--- config.mk ---
export PLATFORM = sky130hd
export DESIGN_NAME = sel_rr_arbiter8
export DESIGN_NICKNAME = d
export VERILOG_FILES = /design/src/rtl/sel_rr_arbiter8_pkg.sv /design/src/rtl/sel3to8.sv /design/src/rtl/sel_rr_arbiter8_pick.sv /design/src/rtl/sel_rr_arbiter8.sv
export SDC_FILE = /design/constraint.sdc
export NUM_CORES = 1
export LEC_CHECK = 0
export CAP_MARGIN = 25
export CORE_MARGIN = 3
export CORE_UTILIZATION = 58
export DETAILED_ROUTE_END_ITERATION = 8
export PLACE_DENSITY = 0.82
export SLEW_MARGIN = 20
export SYNTH_ARGS = -nofsm -noshare
export SYNTH_HDL_FRONTEND = slang
export SYNTH_SLANG_ARGS = --single-unit
--- constraint.sdc ---
create_clock -name clk1 -period 5.1 [get_ports clk1]
set_input_delay 1.02 -clock clk1 [delete_from_list [all_inputs] [get_ports clk1]]
set_output_delay 1.02 -clock clk1 [all_outputs]
set_load 0.02 [all_outputs]
--- src/rtl/sel_rr_arbiter8_pkg.sv ---
// Shared constants and state encoding for the round-robin select arbiter.
package sel_rr_arbiter8_pkg;

  localparam int NUM_REQ = 8;
  localparam int SEL_W   = 3;

  typedef enum logic [1:0] {
    ST_IDLE  = 2'd0,
    ST_GRANT = 2'd1,
    ST_GAP   = 2'd2
  } state_t;

endpackage

--- src/rtl/sel3to8.sv ---
// 3-to-8 binary-to-one-hot decoder shared with the path selector.
module sel3to8 (
  input  logic [2:0] sel,
  output logic [7:0] dec
);

  assign dec = 8'b0000_0001 << sel;

endmodule

--- src/rtl/sel_rr_arbiter8_pick.sv ---
// Rotating priority encoder: first asserted request at or after ptr, wrapping 7->0.
module rr_pick8
  import sel_rr_arbiter8_pkg::*;
(
  input  logic [NUM_REQ-1:0] req,
  input  logic [SEL_W-1:0]   ptr,
  output logic [SEL_W-1:0]   idx,
  output logic               found
);

  logic [SEL_W-1:0] cand;

  always_comb begin
    idx   = '0;
    found = 1'b0;
    cand  = '0;
    for (int i = 0; i < NUM_REQ; i++) begin
      cand = ptr + SEL_W'(i);
      if (!found && req[cand]) begin
        found = 1'b1;
        idx   = cand;
      end
    end
  end

endmodule

--- src/rtl/sel_rr_arbiter8.sv ---
// Round-robin arbiter with hold-time limit and break-before-make gap,
// driving the select code and one-hot grant for the shared 3-to-8 path.
module sel_rr_arbiter8
  import sel_rr_arbiter8_pkg::*;
#(
  parameter int MAX_HOLD   = 16,
  parameter int GAP_CYCLES = 1,
  parameter int CNT_W      = $clog2(MAX_HOLD + 1)
) (
  input  logic               clk1,
  input  logic               rst,
  input  logic               en,
  input  logic [NUM_REQ-1:0] req,
  output logic [SEL_W-1:0]   select,
  output logic [NUM_REQ-1:0] grant,
  output logic               grant_valid,
  output logic               busy
);

  localparam logic [CNT_W-1:0] HOLD_LAST = CNT_W'(MAX_HOLD - 1);
  localparam logic [3:0]       GAP_LAST  = 4'(GAP_CYCLES - 1);

  state_t             state;
  logic [CNT_W-1:0]   cnt;
  logic [3:0]         gap_cnt;
  logic [SEL_W-1:0]   ptr;

  logic [SEL_W-1:0]   pick_idx;
  logic               pick_found;
  logic               start;
  logic               stay;
  logic               gact_nxt;
  logic [SEL_W-1:0]   sel_nxt;
  logic [NUM_REQ-1:0] dec_nxt;
  logic [NUM_REQ-1:0] grant_nxt;

  rr_pick8 u_pick (
    .req   (req),
    .ptr   (ptr),
    .idx   (pick_idx),
    .found (pick_found)
  );

  // Next-cycle ownership: a new winner from IDLE, or the current owner continuing.
  assign start    = (state == ST_IDLE) && en && pick_found;
  assign stay     = (state == ST_GRANT) && req[select] && (cnt < HOLD_LAST);
  assign gact_nxt = start || stay;
  assign sel_nxt  = start ? pick_idx : select;

  sel3to8 u_dec (
    .sel (sel_nxt),
    .dec (dec_nxt)
  );

  assign grant_nxt = dec_nxt & {NUM_REQ{gact_nxt}};

  always_ff @(posedge clk1) begin
    if (rst) begin
      state       <= ST_IDLE;
      select      <= '0;
      grant       <= '0;
      grant_valid <= 1'b0;
      busy        <= 1'b0;
      cnt         <= '0;
      gap_cnt     <= '0;
      ptr         <= '0;
    end else begin
      grant       <= grant_nxt;
      grant_valid <= gact_nxt;
      select      <= sel_nxt;
      case (state)
        ST_IDLE: begin
          if (start) begin
            cnt   <= '0;
            busy  <= 1'b1;
            state <= ST_GRANT;
          end
        end
        ST_GRANT: begin
          if (stay) begin
            cnt <= cnt + CNT_W'(1);
          end else begin
            // Release and timeout share this exit; the served index drops to lowest priority.
            ptr     <= select + SEL_W'(1);
            cnt     <= '0;
            gap_cnt <= '0;
            state   <= ST_GAP;
          end
        end
        ST_GAP: begin
          if (gap_cnt == GAP_LAST) begin
            busy  <= 1'b0;
            state <= ST_IDLE;
          end else begin
            gap_cnt <= gap_cnt + 4'd1;
          end
        end
        default: begin
          busy  <= 1'b0;
          state <= ST_IDLE;
        end
      endcase
    end
  end

endmodule

======== Word level (Yosys, flattened, before mapping) ========
Cells that the tools add are included.
word-level totals
  flip-flop bits (word level) ............. 27
  bits of input ports ..................... 11
  output and inout bits ................... 13
  word-level logic and storage cells ...... 114
operators by class
  add/subtract/negate cells ............... 10
  order comparisons ....................... 10
  eq/ne operators ......................... 6
  shift operators ......................... 1
  muxes and demuxes ....................... 48
  bitwise gates (word level) .............. 3
  reduce and logical (&&, ||, !) cells .... 28
operators by type and width
  operator                                                                      count
  3-bit by 4-bit less-than comparator with 1-bit output, second input constant  9
  1-bit binary-select mux with 3-bit select                                     9
  3-bit 2-to-1 mux                                                              9
  1-bit 2-to-1 mux                                                              19
  3-bit adder, second input constant                                            4
  1-bit logical AND                                                             11
  5-bit 2-to-1 mux                                                              2
  5-bit case mux with 2 select lines                                            1
  3-bit AND reduction                                                           3
  8-bit bitwise AND                                                             1
  4-bit 2-to-1 mux                                                              2
  2-bit inequality test, second input constant                                  4
  4-bit case mux with 2 select lines                                            1
  1-bit by 3-bit << shifter with 8-bit output, first input constant             1
  1-bit zero test                                                               7
  3-bit by 1-bit adder with 3-bit output, second input constant                 2
  3-bit by 2-bit adder with 3-bit output, second input constant                 2
  2-bit 2-to-1 mux                                                              3
  2-bit case mux with 3 select lines                                            1
  5-bit by 1-bit adder with 5-bit output, second input constant                 1
  5-bit by 4-bit less-than comparator with 1-bit output, second input constant  1
  4-bit by 1-bit adder with 4-bit output, second input constant                 1
  4-bit zero test                                                               1
  2-bit AND reduction                                                           2
  other kinds (7)                                                               9

======== Longest topological paths before layout ========
Gate-level depths: netlist (run 1).
  depth after elaboration ................. 28
  mapped depth ............................ 12
  depth with buffers taken out ............ 9

======== Cells and area by module ========
From an unflattened synthesis (run 1), not the netlist that was laid out.
unflattened totals
  cell total of the unflattened synthesis .. 256
  area total of the unflattened synthesis .. 2379.8 µm²
by module, submodules not included
  module           times used  cells each  area each (µm²)  sequential area each (µm²)
  sel_rr_arbiter8  1           127         1233.7           540.5
  rr_pick8         1           121         1081.0           0.0
  sel3to8          1           8           65.1             0.0

======== Least setup slack after synthesis (run 1) ========
OpenSTA, ideal clock, no wires.
  kind .................................... flip-flop to flip-flop
  start ................................... reg ptr[0]
  end ..................................... reg grant[1]
  setup time .............................. 0.080 ns
  data arrival time ....................... 3.348 ns
  data required time ...................... 5.020 ns
  path slack .............................. 1.672 ns
  cell stages (with the launch flop) ...... 13
  buffers on the path ..................... 3
  path through ............................ dfxtp_1 > buf_6 > buf_2 > inv_1 > ha_1 > buf_4 > mux4_2 > mux2_4 > or4b_1 > o31ai_1 > nor4_1 > or4b_4 > nor3b_1
on the way
  longest elaborated chain between the ends .. 28
ends and longest elaborated chain
  what                                                                             RTL line               text
  start, declared                                                                  sel_rr_arbiter8.sv:26  logic [SEL_W-1:0] ptr;
  start signal, assigned                                                           sel_rr_arbiter8.sv:84  ptr <= select + SEL_W'(1);
  branches (longest 27 deep; another with 3-bit by 1-bit adder with 3-bit output)  --
  8-bit bitwise AND *                                                              sel_rr_arbiter8.sv:55  assign grant_nxt = dec_nxt & {NUM_REQ{gact_nxt}};
  end signal, assigned                                                             sel_rr_arbiter8.sv:68  grant <= grant_nxt;
  end, declared                                                                    sel_rr_arbiter8.sv:15  output logic [NUM_REQ-1:0] grant,
Mark *: on every way between the ends. The select of a mux whose other input is x is not followed.
A chain may end at the register's enable or synchronous reset.

======== Worst setup path in the final report (run 1) ========
  start ................................... reg ptr[0]
  end ..................................... reg grant[0]
Same word-level chain as after synthesis.

==> results.txt, run 1 <==
Async SR Flop Fraction: 0%
Die Ht: 65.1 um
R2R Path End: grant[0]$_SDFF_PP0_
largest net degree at the start of global routing: 19
Adder-Cell Fraction of Synth Area: 3.71%
Final Cycle Share: 86.2%
Die Span X: 65.1 um
global-route wire length before repair: 8.10 mm
final RePlAce weighted congestion: 0.945
synthesized net count: 228
Mapped Cells: 211
mean routed wirelength per cell: 17.6 um
port bufs: 23
CTS tree: built
P per Cell Area: 270 nW/um^2
critical path's slowest cell: dfxtp_1
GRT Overall Usage: 24.4%
fillers: 225
n_diodes: 0
Post-synth EDFFs: 0
Leak: 0.791 nW
drc violations: 0
total core area: 3180 um^2
Final Hold Viols: 0
Hold Crit Depth: 2
setup bufs post-CTS: 0
skew final: 6.30 ps
Synth Area in XOR/XNOR: 2.60%
Critical Path AT: 4650 ps
simple-gate share of the synthesized area: 19.5%
Achievable Freq: 227 MHz
RR Startpoint: ptr[0]$_SDFFE_PP0P_
Reg2Reg Setup Slack: 700 ps
CTS resizes: 0
vias in the first global route: 1788
area grow syn2layout: 13.4%
minimum clock period: 4400 ps
post-synthesis compound-gate area fraction: 17.6%
worst setup margin: 702 ps
final core occ: 72.2%
clk slew on worst S/H paths: 140 ps
Distinct cells, synth: 53
hold path start: busy$_SDFFE_PP0P_
Largest stage delay, worst path: 790 ps
Buffers & Inverters on Critical Path: 1
GRT Residual Overflow: 0
row count: 20
sequential-to-total area share from yosys stat: 26.7%
Commonest cells post-synth: dfxtp_1 (27), nor2_1 (25), nand2_1 (14)
die area: 4230 um^2
number of synthesis warnings: 0
worst slew pin tran: 696 ps
Seq cells post-synth: 27
Fin Setup TNS: 0 ps
Clock Path Buffers: 2
first drt pass iteration count: 4
post-route cell area: 2290 um^2
Synth Cell Area: 2020 um^2
largest family of logic cells by synthesized area: multiplexers
mux cell area share after synthesis: 25.7%
pre-CTS worst setup slack: 846 ps
Reg2Reg Depth: 9
Initial DRC Count: 102
outcome: complete, no violations
syn avg cell area: 9.59 um^2
crit path launch type: flop
Critical Path Sink Type: flop
final WL: 4.85 mm
worst endpoint required time: 5350 ps
crit-path max FO: 16
NumNets Final: 249
number of buffers created by CTS: 3
layout cell share with drive strength beyond 1: 10.4%
routed via count: 1856
final hold slack: 483 ps
Top FF cell, synth: dfxtp_1
unrepaired setup endpoints after global routing: no
initial core utilization: 63.7%
Yosys top cell area share: 26.7%
count leader, synth: dfxtp_1
Cell Chain, Critical Path: inv_1 -> ha_1 -> mux4_2 -> nor4_2 -> nand2_1 -> o21ai_0 -> nor4_1 -> or4b_4 -> nor3b_1
Final ANT Viol Nets: 0
min-delay worst type: flop to flop
MaxCap Viol Count: 0
final slew viol count: 0
IO Pins: 24
dominant cell type by area after synthesis: dfxtp_1
Max-slew headroom: 53.5%
Cell Area, Placed: 2270 um^2
Peak supply drop: 0.187 mV
cts hold-fix bufs: 0
WHS Endpoint: busy$_SDFFE_PP0P_
initial antenna violation count: 0
Crit Path Class: flop to flop
post-detail-place hpwl: 3.68 mm
Final setup viols: 0
main area contributors after synthesis: dfxtp_1 (27%), mux4_2 (14%), mux2i_1 (5.4%)
H-tree levels: 1
worst skew pair latency: 320 ps
Clock Sink Count: 27
delay-heaviest family, CP: simple AND/OR/NAND/NOR gates
via/cell ratio: 6.75
clock root buffer master: clkbuf_4
[area by class of cell]
type / instances / area, um^2 / share of cell area [%]
Tap cell: 44 / 55.1 / 2.40
Clock inverter: 1 / 5.00 / 0.218
Inverter: 12 / 45.0 / 1.96
Sequential cell: 27 / 541 / 23.6
Clock buffer: 3 / 22.5 / 0.981
Multi-Input combinational cell: 165 / 1400 / 60.9
Timing Repair Buffer: 23 / 230 / 10.0
[flip-flops by register name (all words and copies together), names as in the netlist]
| signal | count |
|---|---|
| grant | 8 |
| cnt | 5 |
| gap_cnt | 4 |
| ptr | 3 |
| select | 3 |
| state | 2 |
| busy | 1 |
| grant_valid | 1 |
[power by group]
group           total, W  switching [W]  internal (W)
registers       0.000247      0.0000225      0.000224
logic           0.000283       0.000153      0.000131
clock network  0.0000888      0.0000594     0.0000294
total           0.000619       0.000234      0.000384
[cell families (layout without fill, tap and decap cells)]
group | after synthesis | after routing
compound gates | 48 | 48
fa+ha+maj | 6 | 6
simple gates | 75 | 75
flops | 27 | 27
buf+inv | 19 | 39
xor+xnor | 6 | 6
mux | 30 | 30
[how the worst max path moves through the flow]
stage / from / end / slack, ps / depth (start not counted)
floorplan: ptr[0]$_SDFFE_PP0P_ / grant[1]$_SDFF_PP0_ / 1670 / 12
global placement: req[0] / grant[1]$_SDFF_PP0_ / 1100 / 8
detailed placement: ptr[0]$_SDFFE_PP0P_ / grant[5]$_SDFF_PP0_ / 850 / 9
CTS: ptr[0]$_SDFFE_PP0P_ / grant[5]$_SDFF_PP0_ / 820 / 9
global route: ptr[0]$_SDFFE_PP0P_ / grant[1]$_SDFF_PP0_ / 400 / 9
finish: ptr[0]$_SDFFE_PP0P_ / grant[0]$_SDFF_PP0_ / 700 / 9
[worst min-delay path, cell delays in order (launching register included)]
cell and delay [ps]:
dfxtp_1 340, nand2_1 50, a21oi_1 60
[through the flow]
| stage | instances | power (W) |
|---|---|---|
| after floorplan | 211 | 0.000458 |
| after global placement | 271 | 0.000517 |
| after detailed placement | 271 | 0.000526 |
| after CTS | 275 | 0.000615 |
| after global routing | 275 | 0.000654 |
| final | 275 | 0.000619 |
[routing by layer]
metal / wire (um) / up-vias / global-route usage, %
met5: 0 / - / 0
met4: 97 / 0 / 7.25
met3: 363 / 12 / 5.72
met2: 2330 / 98 / 39.2
met1: 2060 / 889 / 32.7
li1: - / 857 / -
[layout by cell type (no fill, tap or decap), drive strengths merged, types with 6 or more instances in the layout]
master / netlist / routed
nand2: 14 / 14
a21oi: 13 / 13
inv: 12 / 12
nor3: 6 / 6
mux2i: 11 / 11
nor3b: 6 / 6
dfxtp: 27 / 27
ha: 6 / 6
clkdlybuf4s50: 0 / 23
mux4: 16 / 16
nor2: 25 / 25
(Power assumes the default switching activity.)
==> inputs of run 2 (changes only) <==
--- a/config.mk
+++ b/config.mk
@@ -7,9 +7,10 @@
 export LEC_CHECK = 0
 export CAP_MARGIN = 25
 export CORE_MARGIN = 3
-export CORE_UTILIZATION = 58
+export CORE_UTILIZATION = 56
 export DETAILED_ROUTE_END_ITERATION = 8
-export PLACE_DENSITY = 0.82
+export PLACE_DENSITY = 0.8
+export REMOVE_ABC_BUFFERS = 1
 export SLEW_MARGIN = 20
 export SYNTH_ARGS = -nofsm -noshare
 export SYNTH_HDL_FRONTEND = slang
==> constraint.sdc (replaced) <==
create_clock -name clk1 -period 4.45 [get_ports clk1]
set_input_delay 0.89 -clock clk1 [delete_from_list [all_inputs] [get_ports clk1]]
set_output_delay 0.89 -clock clk1 [all_outputs]
set_load 0.02 [all_outputs]
==> run 2 against run 1 <==
Effect of this change:
- setup slack gained 150 ps
- non-clock buffer count grew 3
- sequential share of layout area shrank 0.25 points
- critical path type is now primary input to flop
- cell area grew 1.1%
- clock skew shrank 0.78 ps
- clock power grew 15%
- sequential cell count is the same
==> results.txt, run 2 (synthesized netlist as in run 1, its figures left out) <==
outcome: complete, no violations
WHS Endpoint: busy$_SDFFE_PP0P_
GRT Overall Usage: 20.6% (-3.8 points)
Final ANT Viol Nets: 0 (unchanged)
largest net degree at the start of global routing: 19 (unchanged)
worst skew pair latency: 320 ps (about the same)
Peak supply drop: 0.226 mV (+21%)
layout cell share with drive strength beyond 1: 11.5% (+1.1 points)
R2R Path End: grant[5]$_SDFF_PP0_
Die Span X: 66.1 um (+1.6%)
Hold Crit Depth: 2 (unchanged)
P per Cell Area: 306 nW/um^2 (+13%)
Critical Path AT: 3840 ps (-810 ps)
IO Pins: 24 (unchanged)
skew final: 5.52 ps (-0.781 ps)
Achievable Freq: 278 MHz
cts hold-fix bufs: 0 (unchanged)
vias in the first global route: 1533 (-14%)
Cell Chain, Critical Path: clkdlybuf4s50_1 -> mux4_2 -> mux2_4 -> or4b_1 -> o31ai_1 -> nor4_1 -> or4b_4 -> nor3_1
global-route wire length before repair: 7.07 mm (-13%)
crit-path max FO: 8 (-8)
fillers: 278 (+24%)
drc violations: 0 (unchanged)
first drt pass iteration count: 4 (unchanged)
via/cell ratio: 6.24 (-7.6%)
post-detail-place hpwl: 3.36 mm (-8.9%)
worst slew pin tran: 642 ps (-54.1 ps)
Largest regs: grant (8), cnt (5), gap_cnt (4)
Leak: 0.807 nW (+2.0%)
CTS tree: built
MaxCap Viol Count: 0 (unchanged)
setup bufs post-CTS: 0 (unchanged)
Initial DRC Count: 107 (+4.9%)
final WL: 4.38 mm (-9.6%)
initial core utilization: 59.2% (-4.4 points)
number of buffers created by CTS: 3 (unchanged)
Crit Path Class: primary input to flop
Multi-input gate area: 1400 um^2 (unchanged)
routed via count: 1747 (-5.9%)
final slew viol count: 0 (unchanged)
Reg2Reg Depth: 9 (unchanged)
row count: 21 (+5.0%)
min-delay worst type: flop to flop
clock root buffer master: clkbuf_4
most frequent cells in the layout: dfxtp_1 (27), nor2_1 (25), clkdlybuf4s50_1 (23)
minimum clock period: 3590 ps
Final setup viols: 0 (unchanged)
Die Ht: 66.1 um (+1.6%)
final RePlAce weighted congestion: 0.926 (-2.1%)
area grow syn2layout: 14.7%
Fin Setup TNS: 0 ps (unchanged)
Reg area: 541 um^2 (unchanged)
max FFs per register: 8 (unchanged)
unrepaired setup endpoints after global routing: no
GRT Residual Overflow: 0 (unchanged)
total core area: 3420 um^2 (+7.5%)
mean routed wirelength per cell: 15.7 um (-11%)
Largest stage delay, worst path: 580 ps (-210 ps)
most common cell after layout, fill and taps aside: dfxtp_1
CTS resizes: 0 (unchanged)
Reg2Reg Setup Slack: 1040 ps (+340 ps)
initial antenna violation count: 0 (unchanged)
Final Cycle Share: 80.8%
Final Hold Viols: 0 (unchanged)
Critical Path Sink Type: flop
pre-CTS worst setup slack: 542 ps (-304 ps)
NumNets Final: 252 (+1.2%)
crit path launch type: primary input
Clock Sink Count: 27 (unchanged)
hold path start: busy$_SDFFE_PP0P_
most flop-heavy register: grant
H-tree levels: 1 (unchanged)
clk slew on worst S/H paths: 140 ps (about the same)
die area: 4370 um^2 (+3.2%)
Clock Path Buffers: 2 (unchanged)
critical path's slowest cell: mux4_2
worst endpoint required time: 4690 ps (-660 ps)
worst setup margin: 855 ps (+153 ps)
Max-slew headroom: 57.1% (+3.6 points)
port bufs: 23 (unchanged)
n_diodes: 0 (unchanged)
RR Startpoint: ptr[0]$_SDFFE_PP0P_
[run 2: cell types whose count changed in the layout (fill, tap and decap cells not counted), sizes merged]
cell and change:
buf +3
[run 2: report_power, final]
group	leakage [nW]	internal, W	switching, W
Sequential	0.219	0.000257	0.0000171
Combinational	0.570	0.000153	0.000180
Clock	0.0177	0.0000337	0.0000685
[run 2: layout make-up]
cell class	count	area share (%)
multi-input combinational	165	60.2
inverter	12	1.94
sequential	27	23.3
timing repair buffer	26	10.9
clock buffer	3	0.971
clock inverter	1	0.216
tap	46	2.48
[run 2: worst max path at each step]
stage | from | to | slack, ps | depth (start not counted)
floorplan | ptr[0]$_SDFFE_PP0P_ | grant[1]$_SDFF_PP0_ | 840 | 9
global placement | req[0] | grant[1]$_SDFF_PP0_ | 590 | 8
detailed placement | req[0] | grant[4]$_SDFF_PP0_ | 540 | 8
CTS | req[0] | grant[4]$_SDFF_PP0_ | 880 | 8
global route | req[4] | grant[5]$_SDFF_PP0_ | 760 | 8
finish | req[1] | grant[4]$_SDFF_PP0_ | 860 | 8
[run 2: per-stage QoR]
step / cell area [um^2] / hold slack (ps) / utilization [%] / power (W) / std cells
finish: 2320 / 485 / 67.9 / 0.000709 / 280
global route: 2320 / 523 / 67.9 / 0.000753 / 280
CTS: 2320 / 483 / 67.9 / 0.000709 / 280
detailed placement: 2290 / 464 / 67.1 / 0.000607 / 276
global placement: 2290 / 464 / 67.1 / 0.000606 / 276
floorplan: 1980 / 447 / - / 0.000516 / 204
[run 2: layer usage]
metal / wire length (um) / part of all wire [%] / vias to the layer above / GRT usage [%]
met3: 239 / 5.5 / 0 / 4.08
li1: - / - / 860 / -
met4: 0 / 0 / 0 / 2.54
met1: 2140 / 49 / 830 / 30.5
met2: 2000 / 46 / 57 / 32.0
met5: 0 / 0 / - / 0
[run 2: critical path: cells and delay by family]
kind	cells	cell delay [ps]
simple gates	4	1380
mux	2	920
buf+inv	1	540
compound gates	1	100
